### config.mk
export PLATFORM = sky130hd
export DESIGN_NAME = instr_encoder_flat
export DESIGN_NICKNAME = d
export VERILOG_FILES = /design/src/rtl/mips_enc_pkg.sv /design/src/rtl/instr_encoder_if.sv /design/src/rtl/instr_fmt.sv /design/src/rtl/instr_encoder.sv /design/src/flat_wrapper.sv
export SDC_FILE = /design/constraint.sdc
export NUM_CORES = 1
export LEC_CHECK = 0
export ABC_CLOCK_PERIOD_IN_PS = 4500
export CORE_MARGIN = 4
export CORE_UTILIZATION = 46
export DETAILED_ROUTE_END_ITERATION = 10
export PLACE_DENSITY = 0.94
export RECOVER_POWER = 25
export SYNTH_ARGS = -nofsm -noshare
export SYNTH_HDL_FRONTEND = slang
export SYNTH_SLANG_ARGS = --single-unit
export TNS_END_PERCENT = 1
### constraint.sdc
create_clock -name clk -period 4.5 [get_ports clk]
set_input_delay 1.35 -clock clk [delete_from_list [all_inputs] [get_ports clk]]
set_output_delay 1.35 -clock clk [all_outputs]
set_load 0.05 [all_outputs]
### src/rtl/mips_enc_pkg.sv
// mips_enc_pkg
// Shared definitions for the instruction encoder: MIPS primary opcodes and
// function codes, the 3-bit op-select encoding used on the descriptor port,
// the encoder FSM state type and small field-packing helpers.
// No ports. Optional feature macro used by importers: ENC_BRANCH_REL_EN.
package mips_enc_pkg;

  localparam logic [5:0] OP_SPECIAL = 6'b000000;
  localparam logic [5:0] OP_ADDI    = 6'b001000;
  localparam logic [5:0] OP_LW      = 6'b100011;
  localparam logic [5:0] OP_SW      = 6'b101011;
  localparam logic [5:0] OP_BGTZ    = 6'b000111;
  localparam logic [5:0] OP_J       = 6'b000010;
  localparam logic [5:0] FUNCT_ADD  = 6'b100000;

  // Values 6 and 7 are deliberately not enumerated; they are illegal selects.
  typedef enum logic [2:0] {
    SEL_ADD  = 3'd0,
    SEL_ADDI = 3'd1,
    SEL_LW   = 3'd2,
    SEL_SW   = 3'd3,
    SEL_BGTZ = 3'd4,
    SEL_J    = 3'd5
  } op_sel_e;

  typedef enum logic [1:0] {
    ST_IDLE  = 2'd0,
    ST_WRITE = 2'd1,
    ST_FULL  = 2'd2
  } enc_state_e;

  function automatic logic [31:0] pack_r(input logic [4:0] rs, input logic [4:0] rt,
                                         input logic [4:0] rd, input logic [5:0] funct);
    return {OP_SPECIAL, rs, rt, rd, 5'b00000, funct};
  endfunction

  function automatic logic [31:0] pack_i(input logic [5:0] opc, input logic [4:0] rs,
                                         input logic [4:0] rt, input logic [15:0] imm);
    return {opc, rs, rt, imm};
  endfunction

endpackage

### src/rtl/instr_encoder_if.sv
// instr_encoder_if
// Descriptor handshake bundle between a program source and the encoder.
//   in_valid            descriptor valid (source -> encoder)
//   in_ready            encoder can accept (encoder -> source)
//   in_op               op select: 0 add, 1 addi, 2 lw, 3 sw, 4 bgtz, 5 j
//   in_rs/in_rt/in_rd   register fields
//   in_imm              immediate / branch offset or absolute branch address
//   in_target           jump target field
// Modports: master = descriptor source, slave = encoder.
interface instr_encoder_if;

  logic        in_valid;
  logic        in_ready;
  logic [2:0]  in_op;
  logic [4:0]  in_rs;
  logic [4:0]  in_rt;
  logic [4:0]  in_rd;
  logic [15:0] in_imm;
  logic [25:0] in_target;

  modport master (
    output in_valid, in_op, in_rs, in_rt, in_rd, in_imm, in_target,
    input  in_ready
  );

  modport slave (
    input  in_valid, in_op, in_rs, in_rt, in_rd, in_imm, in_target,
    output in_ready
  );

endinterface

### src/rtl/instr_fmt.sv
// instr_fmt
// Combinational formatter: op select + fields + current write address ->
// 32-bit MIPS instruction word, plus an illegal-select flag.
// Optional feature macro: ENC_BRANCH_REL_EN (bgtz imm given as an absolute
// word address, converted here to a PC-relative offset).
// Ports:
//   op        in   3       op select
//   rs/rt/rd  in   5       register fields
//   imm       in   16      immediate
//   target    in   26      jump target
//   addr      in   ADDR_W  word address the instruction will be written to
//   word      out  32      encoded instruction (0 when illegal)
//   illegal   out  1       op select 6/7
module instr_fmt
  import mips_enc_pkg::*;
#(
  parameter int ADDR_W = 8
) (
  input  logic [2:0]        op,
  input  logic [4:0]        rs,
  input  logic [4:0]        rt,
  input  logic [4:0]        rd,
  input  logic [15:0]       imm,
  input  logic [25:0]       target,
  input  logic [ADDR_W-1:0] addr,
  output logic [31:0]       word,
  output logic              illegal
);

  logic [15:0] br_imm;

`ifdef ENC_BRANCH_REL_EN
  // Branch target is relative to the following word; wraps as 16-bit two's complement.
  assign br_imm = imm - (16'(addr) + 16'd1);
`else
  logic unused_addr;
  assign unused_addr = ^addr;
  assign br_imm      = imm;
`endif

  always_comb begin
    word    = '0;
    illegal = 1'b0;
    case (op)
      SEL_ADD:  word = pack_r(rs, rt, rd, FUNCT_ADD);
      SEL_ADDI: word = pack_i(OP_ADDI, rs, rt, imm);
      SEL_LW:   word = pack_i(OP_LW, rs, rt, imm);
      SEL_SW:   word = pack_i(OP_SW, rs, rt, imm);
      SEL_BGTZ: word = pack_i(OP_BGTZ, rs, 5'b00000, br_imm);
      SEL_J:    word = {OP_J, target};
      default:  illegal = 1'b1;
    endcase
  end

endmodule

### src/rtl/instr_encoder.sv
// instr_encoder
// Accepts one op descriptor per handshake, encodes it into a MIPS word and
// writes it to instruction memory at sequential word addresses starting at
// BASE_ADDR. Stops accepting after DEPTH = 2**ADDR_W writes until clr/rst.
// Optional feature macro: ENC_BRANCH_REL_EN (see instr_fmt).
// Ports:
//   clk         in   1         clock, all state on posedge
//   rst         in   1         synchronous active-high reset
//   clr         in   1         synchronous restart of address/count/full/err
//   in_if       slave          descriptor handshake (instr_encoder_if)
//   imem_we     out  1         one-cycle write strobe
//   imem_addr   out  ADDR_W    word address of current write
//   imem_wdata  out  32        encoded instruction
//   count       out  ADDR_W+1  words written since reset/clr
//   full        out  1         DEPTH words written
//   err         out  1         sticky illegal-op flag
//
// state    | meaning
// ---------+---------------------------------------------------------
// ST_IDLE  | ready for a descriptor
// ST_WRITE | imem_we strobe cycle for the registered word
// ST_FULL  | DEPTH words written; waits for clr or rst
module instr_encoder
  import mips_enc_pkg::*;
#(
  parameter int ADDR_W    = 8,
  parameter int BASE_ADDR = 0
) (
  input  logic                clk,
  input  logic                rst,
  input  logic                clr,
  instr_encoder_if.slave      in_if,
  output logic                imem_we,
  output logic [ADDR_W-1:0]   imem_addr,
  output logic [31:0]         imem_wdata,
  output logic [ADDR_W:0]     count,
  output logic                full,
  output logic                err
);

  localparam logic [ADDR_W:0]   DEPTH = (ADDR_W+1)'(1) << ADDR_W;
  localparam logic [ADDR_W-1:0] BASE  = ADDR_W'(BASE_ADDR);

  enc_state_e        state_q, state_d;
  logic [ADDR_W-1:0] addr_q, addr_d;
  logic [ADDR_W:0]   count_q, count_d;
  logic              full_q, full_d;
  logic              err_q, err_d;
  logic [31:0]       wdata_q, wdata_d;

  logic [31:0]       fmt_word;
  logic              fmt_illegal;
  logic              accept;

  instr_fmt #(
    .ADDR_W (ADDR_W)
  ) u_fmt (
    .op      (in_if.in_op),
    .rs      (in_if.in_rs),
    .rt      (in_if.in_rt),
    .rd      (in_if.in_rd),
    .imm     (in_if.in_imm),
    .target  (in_if.in_target),
    .addr    (addr_q),
    .word    (fmt_word),
    .illegal (fmt_illegal)
  );

  assign in_if.in_ready = (state_q == ST_IDLE) & ~clr & ~rst;
  assign accept         = in_if.in_valid & in_if.in_ready;

  always_comb begin
    state_d = state_q;
    addr_d  = addr_q;
    count_d = count_q;
    full_d  = full_q;
    err_d   = err_q;
    wdata_d = wdata_q;

    case (state_q)
      ST_IDLE: begin
        if (accept) begin
          if (fmt_illegal) begin
            err_d = 1'b1;
          end else begin
            wdata_d = fmt_word;
            state_d = ST_WRITE;
          end
        end
      end
      ST_WRITE: begin
        addr_d  = addr_q + ADDR_W'(1);
        count_d = count_q + (ADDR_W+1)'(1);
        if (count_d == DEPTH) begin
          full_d  = 1'b1;
          state_d = ST_FULL;
        end else begin
          state_d = ST_IDLE;
        end
      end
      ST_FULL: begin
        state_d = ST_FULL;
      end
      default: state_d = ST_IDLE;
    endcase

    // clr overrides everything, including a write that is in its strobe cycle.
    if (clr) begin
      state_d = ST_IDLE;
      addr_d  = BASE;
      count_d = '0;
      full_d  = 1'b0;
      err_d   = 1'b0;
    end
  end

  always_ff @(posedge clk) begin
    if (rst) begin
      state_q <= ST_IDLE;
      addr_q  <= BASE;
      count_q <= '0;
      full_q  <= 1'b0;
      err_q   <= 1'b0;
      wdata_q <= '0;
    end else begin
      state_q <= state_d;
      addr_q  <= addr_d;
      count_q <= count_d;
      full_q  <= full_d;
      err_q   <= err_d;
      wdata_q <= wdata_d;
    end
  end

  // The strobe is gated so a clr or rst arriving in the WRITE cycle drops the write.
  assign imem_we    = (state_q == ST_WRITE) & ~clr & ~rst;
  assign imem_addr  = addr_q;
  assign imem_wdata = wdata_q;
  assign count      = count_q;
  assign full       = full_q;
  assign err        = err_q;

endmodule

### src/flat_wrapper.sv
// flat-port wrapper written by rule: the top's interface ports become plain ports
module instr_encoder_flat import mips_enc_pkg::*;
#(
  parameter int ADDR_W    = 8,
  parameter int BASE_ADDR = 0
)
  (clk, rst, clr, imem_we, imem_addr, imem_wdata, count, full, err, in_if_in_valid, in_if_in_op, in_if_in_rs, in_if_in_rt, in_if_in_rd, in_if_in_imm, in_if_in_target, in_if_in_ready);
  instr_encoder_if in_if_i ();
  input  logic clk;
  input  logic rst;
  input  logic clr;
  output logic imem_we;
  output logic [ADDR_W-1:0] imem_addr;
  output logic [31:0] imem_wdata;
  output logic [ADDR_W:0] count;
  output logic full;
  output logic err;
  input wire logic [$bits(in_if_i.in_valid)-1:0] in_if_in_valid;
  input wire logic [$bits(in_if_i.in_op)-1:0] in_if_in_op;
  input wire logic [$bits(in_if_i.in_rs)-1:0] in_if_in_rs;
  input wire logic [$bits(in_if_i.in_rt)-1:0] in_if_in_rt;
  input wire logic [$bits(in_if_i.in_rd)-1:0] in_if_in_rd;
  input wire logic [$bits(in_if_i.in_imm)-1:0] in_if_in_imm;
  input wire logic [$bits(in_if_i.in_target)-1:0] in_if_in_target;
  output wire logic [$bits(in_if_i.in_ready)-1:0] in_if_in_ready;
  assign in_if_i.in_valid = in_if_in_valid;
  assign in_if_i.in_op = in_if_in_op;
  assign in_if_i.in_rs = in_if_in_rs;
  assign in_if_i.in_rt = in_if_in_rt;
  assign in_if_i.in_rd = in_if_in_rd;
  assign in_if_i.in_imm = in_if_in_imm;
  assign in_if_i.in_target = in_if_in_target;
  assign in_if_in_ready = in_if_i.in_ready;
  instr_encoder #(.ADDR_W(ADDR_W), .BASE_ADDR(BASE_ADDR)) u_core (.clk(clk), .rst(rst), .clr(clr), .in_if(in_if_i), .imem_we(imem_we), .imem_addr(imem_addr), .imem_wdata(imem_wdata), .count(count), .full(full), .err(err));
endmodule
==> metrics <==
status finished, final reports clean; Residual DRC 0; fin nets 520; area growth from synthesis to layout 45.5%; synth top area cells dfxtp_1 38%, nor2_1 6.2%, a21oi_1 5.2%; CTS H-tree lvls 2; Worst VDD drop between 0.1 and 0.15 mV; min-delay worst type reg -> reg; DR pass1 iterations 4; pwr dens ~220 nW/µm²; Yosys reg bits 52; Overflow after GRT 0; post-synth top area cell dfxtp_1; global placer's final weighted congestion roughly 0.85; crit path max fanout 21; dpl hpwl around 5900 µm; Vias per Instance roughly 5.4; total CTS buffers 5; die span in x ~86 µm; via count approximately 2800; max incr delay on CP 0.58 ns; first-pass GRT wire length between 10000 and 15000 µm; Final Critical Period between 4 and 5 ns; initial antenna violation count 0; Clock Tree Buf Depth 2; Pleak roughly 1.5 nW; period utilization 0.958; Syn Area/Cell between 7 and 8 µm²; Post-CTS Setup Bufs 0; crit end category output pin; # port buffers 115; number of flops mapped to enable cells by yosys 0; Final Core Density 0.685; Synth async-reset ratio 0; antenna-violating nets left 0; Fmax achieved 232 MHz; Startpoint Class input pin; Fill cells between 400 and 500; endpoints failing hold 0; vias in the first global route 2761; WP data required ~3.2 ns; 1st-iter DRT viols 120; MaxCap Viol Count 0; setup violators final 0; num ports around 120; CTS tree yes; Die Y between 80 and 90 µm; Post-Synthesis Cells between 300 and 400; DR WL/cell ~15 µm; CP cell instances dlygate4sd3_1, or2_2, nor3_1, buf_12; synthesized area about 2800 µm²; critical path type in -> out; Die Area between 7000 and 8000 µm²; Synth Flop Type dfxtp_1; Root Driver clkbuf_8; antenna diode count 0; Initial Utilization 0.471; share of the synthesized area in the top cell type 0.376; Worst-path clk slew around 0.080 ns; Worst-Skew Late Latency 0.30 ns; synth warn 0; Worst path slowest cell dlygate4sd3_1; layout cells sized above 1 0.0578; Row Count 28; Worst-Margin Slew 1.43 ns; All-Layer GR Usage 0.215; max_slew headroom 0.0466; RSZ-0062 raised after global routing no; distinct cell type count after synthesis between 40 and 50; # clock sinks 52; post-synthesis sequential area ratio 0.376; # hold bufs at CTS 0; Core Box Area about 6000 µm²; Worst EP arrival roughly 3.0 ns; Slew Viols, Final 0; post-synthesis net count 420; Post-Route WL ~7800 µm; setup tns final 0 ns; post-CTS sizing 0; largest net degree at the start of global routing 39; Clock Skew between 0.009 and 0.01 ns
-- logic make-up (layout without fill, tap and decap cells) --
group,count (synthesis),after routing,share of synthesized area
and+or+nand+nor,138,138,0.239
AOI/OAI and AO/OA,89,89,0.209
DFF,52,52,0.376
buffers and inverters,38,138,0.0610
xor gates and xnor gates,16,16,0.0506
muxes,10,10,0.0361
adders and majority gates,6,6,0.0271
other,1,1,0.00135
-- cell type report --
class                           count  area, µm²  area share
Clock buffer                        6       72.6      0.0180
Clock inverter                      1       5.00     0.00124
Inverter                            8       30.0     0.00745
Multi-Input combinational cell    260       1560       0.387
Sequential cell                    52       1040       0.258
Tap cell                           75       93.8      0.0233
Timing Repair Buffer              123       1230       0.305
-- critical path, delay by kind of cell --
kind / cells / cell delay (ns)
buf+inv: 2 / 0.77
simple gates: 2 / 0.84
-- where the power goes --
group	internal (mW)	switching (mW)	leakage [nW]	total, mW
sequential	0.466	0.00412	0.420	0.470
clock	0.106	0.141	0.0410	0.247
combinational	0.0917	0.0947	1.02	0.186
-- placed cells by master, fill, tap and decap left out, drive strengths merged, types with 11 or more instances in the layout --
cell / synthesis / routed
clkdlybuf4s50: 0 / 105
dfxtp: 52 / 52
nor2: 48 / 48
nand2: 37 / 37
a21oi: 29 / 29
nor2b: 16 / 16
a22oi: 15 / 15
nor3: 14 / 14
o21ai: 13 / 13
a31oi: 12 / 12
xor2: 11 / 11
-- sequential cells by signal (all words and copies together), names as in the netlist --
signal,count
u_core.state_q,2
u_core.imem_wdata,31
u_core.imem_addr,8
u_core.count,9
u_core.err,1
u_core.full,1
-- Yosys cell counts (2+ instances only) --
cell type	instances
nor2b_1	16
o41ai_1	4
ha_1	6
nor2_1	46
and3_1	2
a22oi_1	15
inv_1	7
clkbuf_1	10
a31oi_1	12
mux2i_1	10
dfxtp_1	52
o2bb2ai_1	5
nand2_1	37
or3_1	2
a211oi_1	2
xnor2_1	5
nor4_1	3
nand2b_1	2
o21ba_2	2
nand3_1	2
a21oi_1	29
xor2_1	11
o21ai_0	13
buf_4	2
nand4_1	6
buf_1	3
buf_2	14
nor3_1	14
-- metrics by stage --
step | instances | setup slack (ns) | total power, mW | hold slack, ns | instance area [µm²]
finish | 525 | 0.189 | 0.904 | 0.460 | 4030
global route | 525 | 0.152 | 0.953 | 0.486 | 4030
detailed placement | 518 | 0.327 | 0.669 | 0.447 | 3960
floorplan | 350 | 0.243 | 0.580 | 0.529 | 2770
CTS | 525 | 0.321 | 0.917 | 0.465 | 4030
global placement | 518 | 0.355 | 0.664 | 0.442 | 3960
-- path summary, 6_finish.rpt --
check	from	to	slack (ns)	cells after the start
setup / recovery	clr	in_if_in_ready	0.19	4
hold reg to reg	u_core.imem_wdata[15]	u_core.imem_wdata[15]	0.46	2
hold / removal	u_core.imem_wdata[15]	u_core.imem_wdata[15]	0.46	2
setup reg to reg	u_core.state_q[0]	u_core.imem_wdata[5]	2.40	5
-- routing by layer --
| metal | global-route usage | vias up | share of wire | routed length [µm] |
|---|---|---|---|---|
| met4 | 0.0647 | 0 | 0.017 | 133 |
| met2 | 0.378 | 95 | 0.51 | 3990 |
| met3 | 0.0509 | 13 | 0.056 | 437 |
| met1 | 0.259 | 1307 | 0.41 | 3210 |
| li1 | - | 1418 | - | - |
| met5 | 0 | - | 0 | 0 |
(Power assumes the default switching activity.)
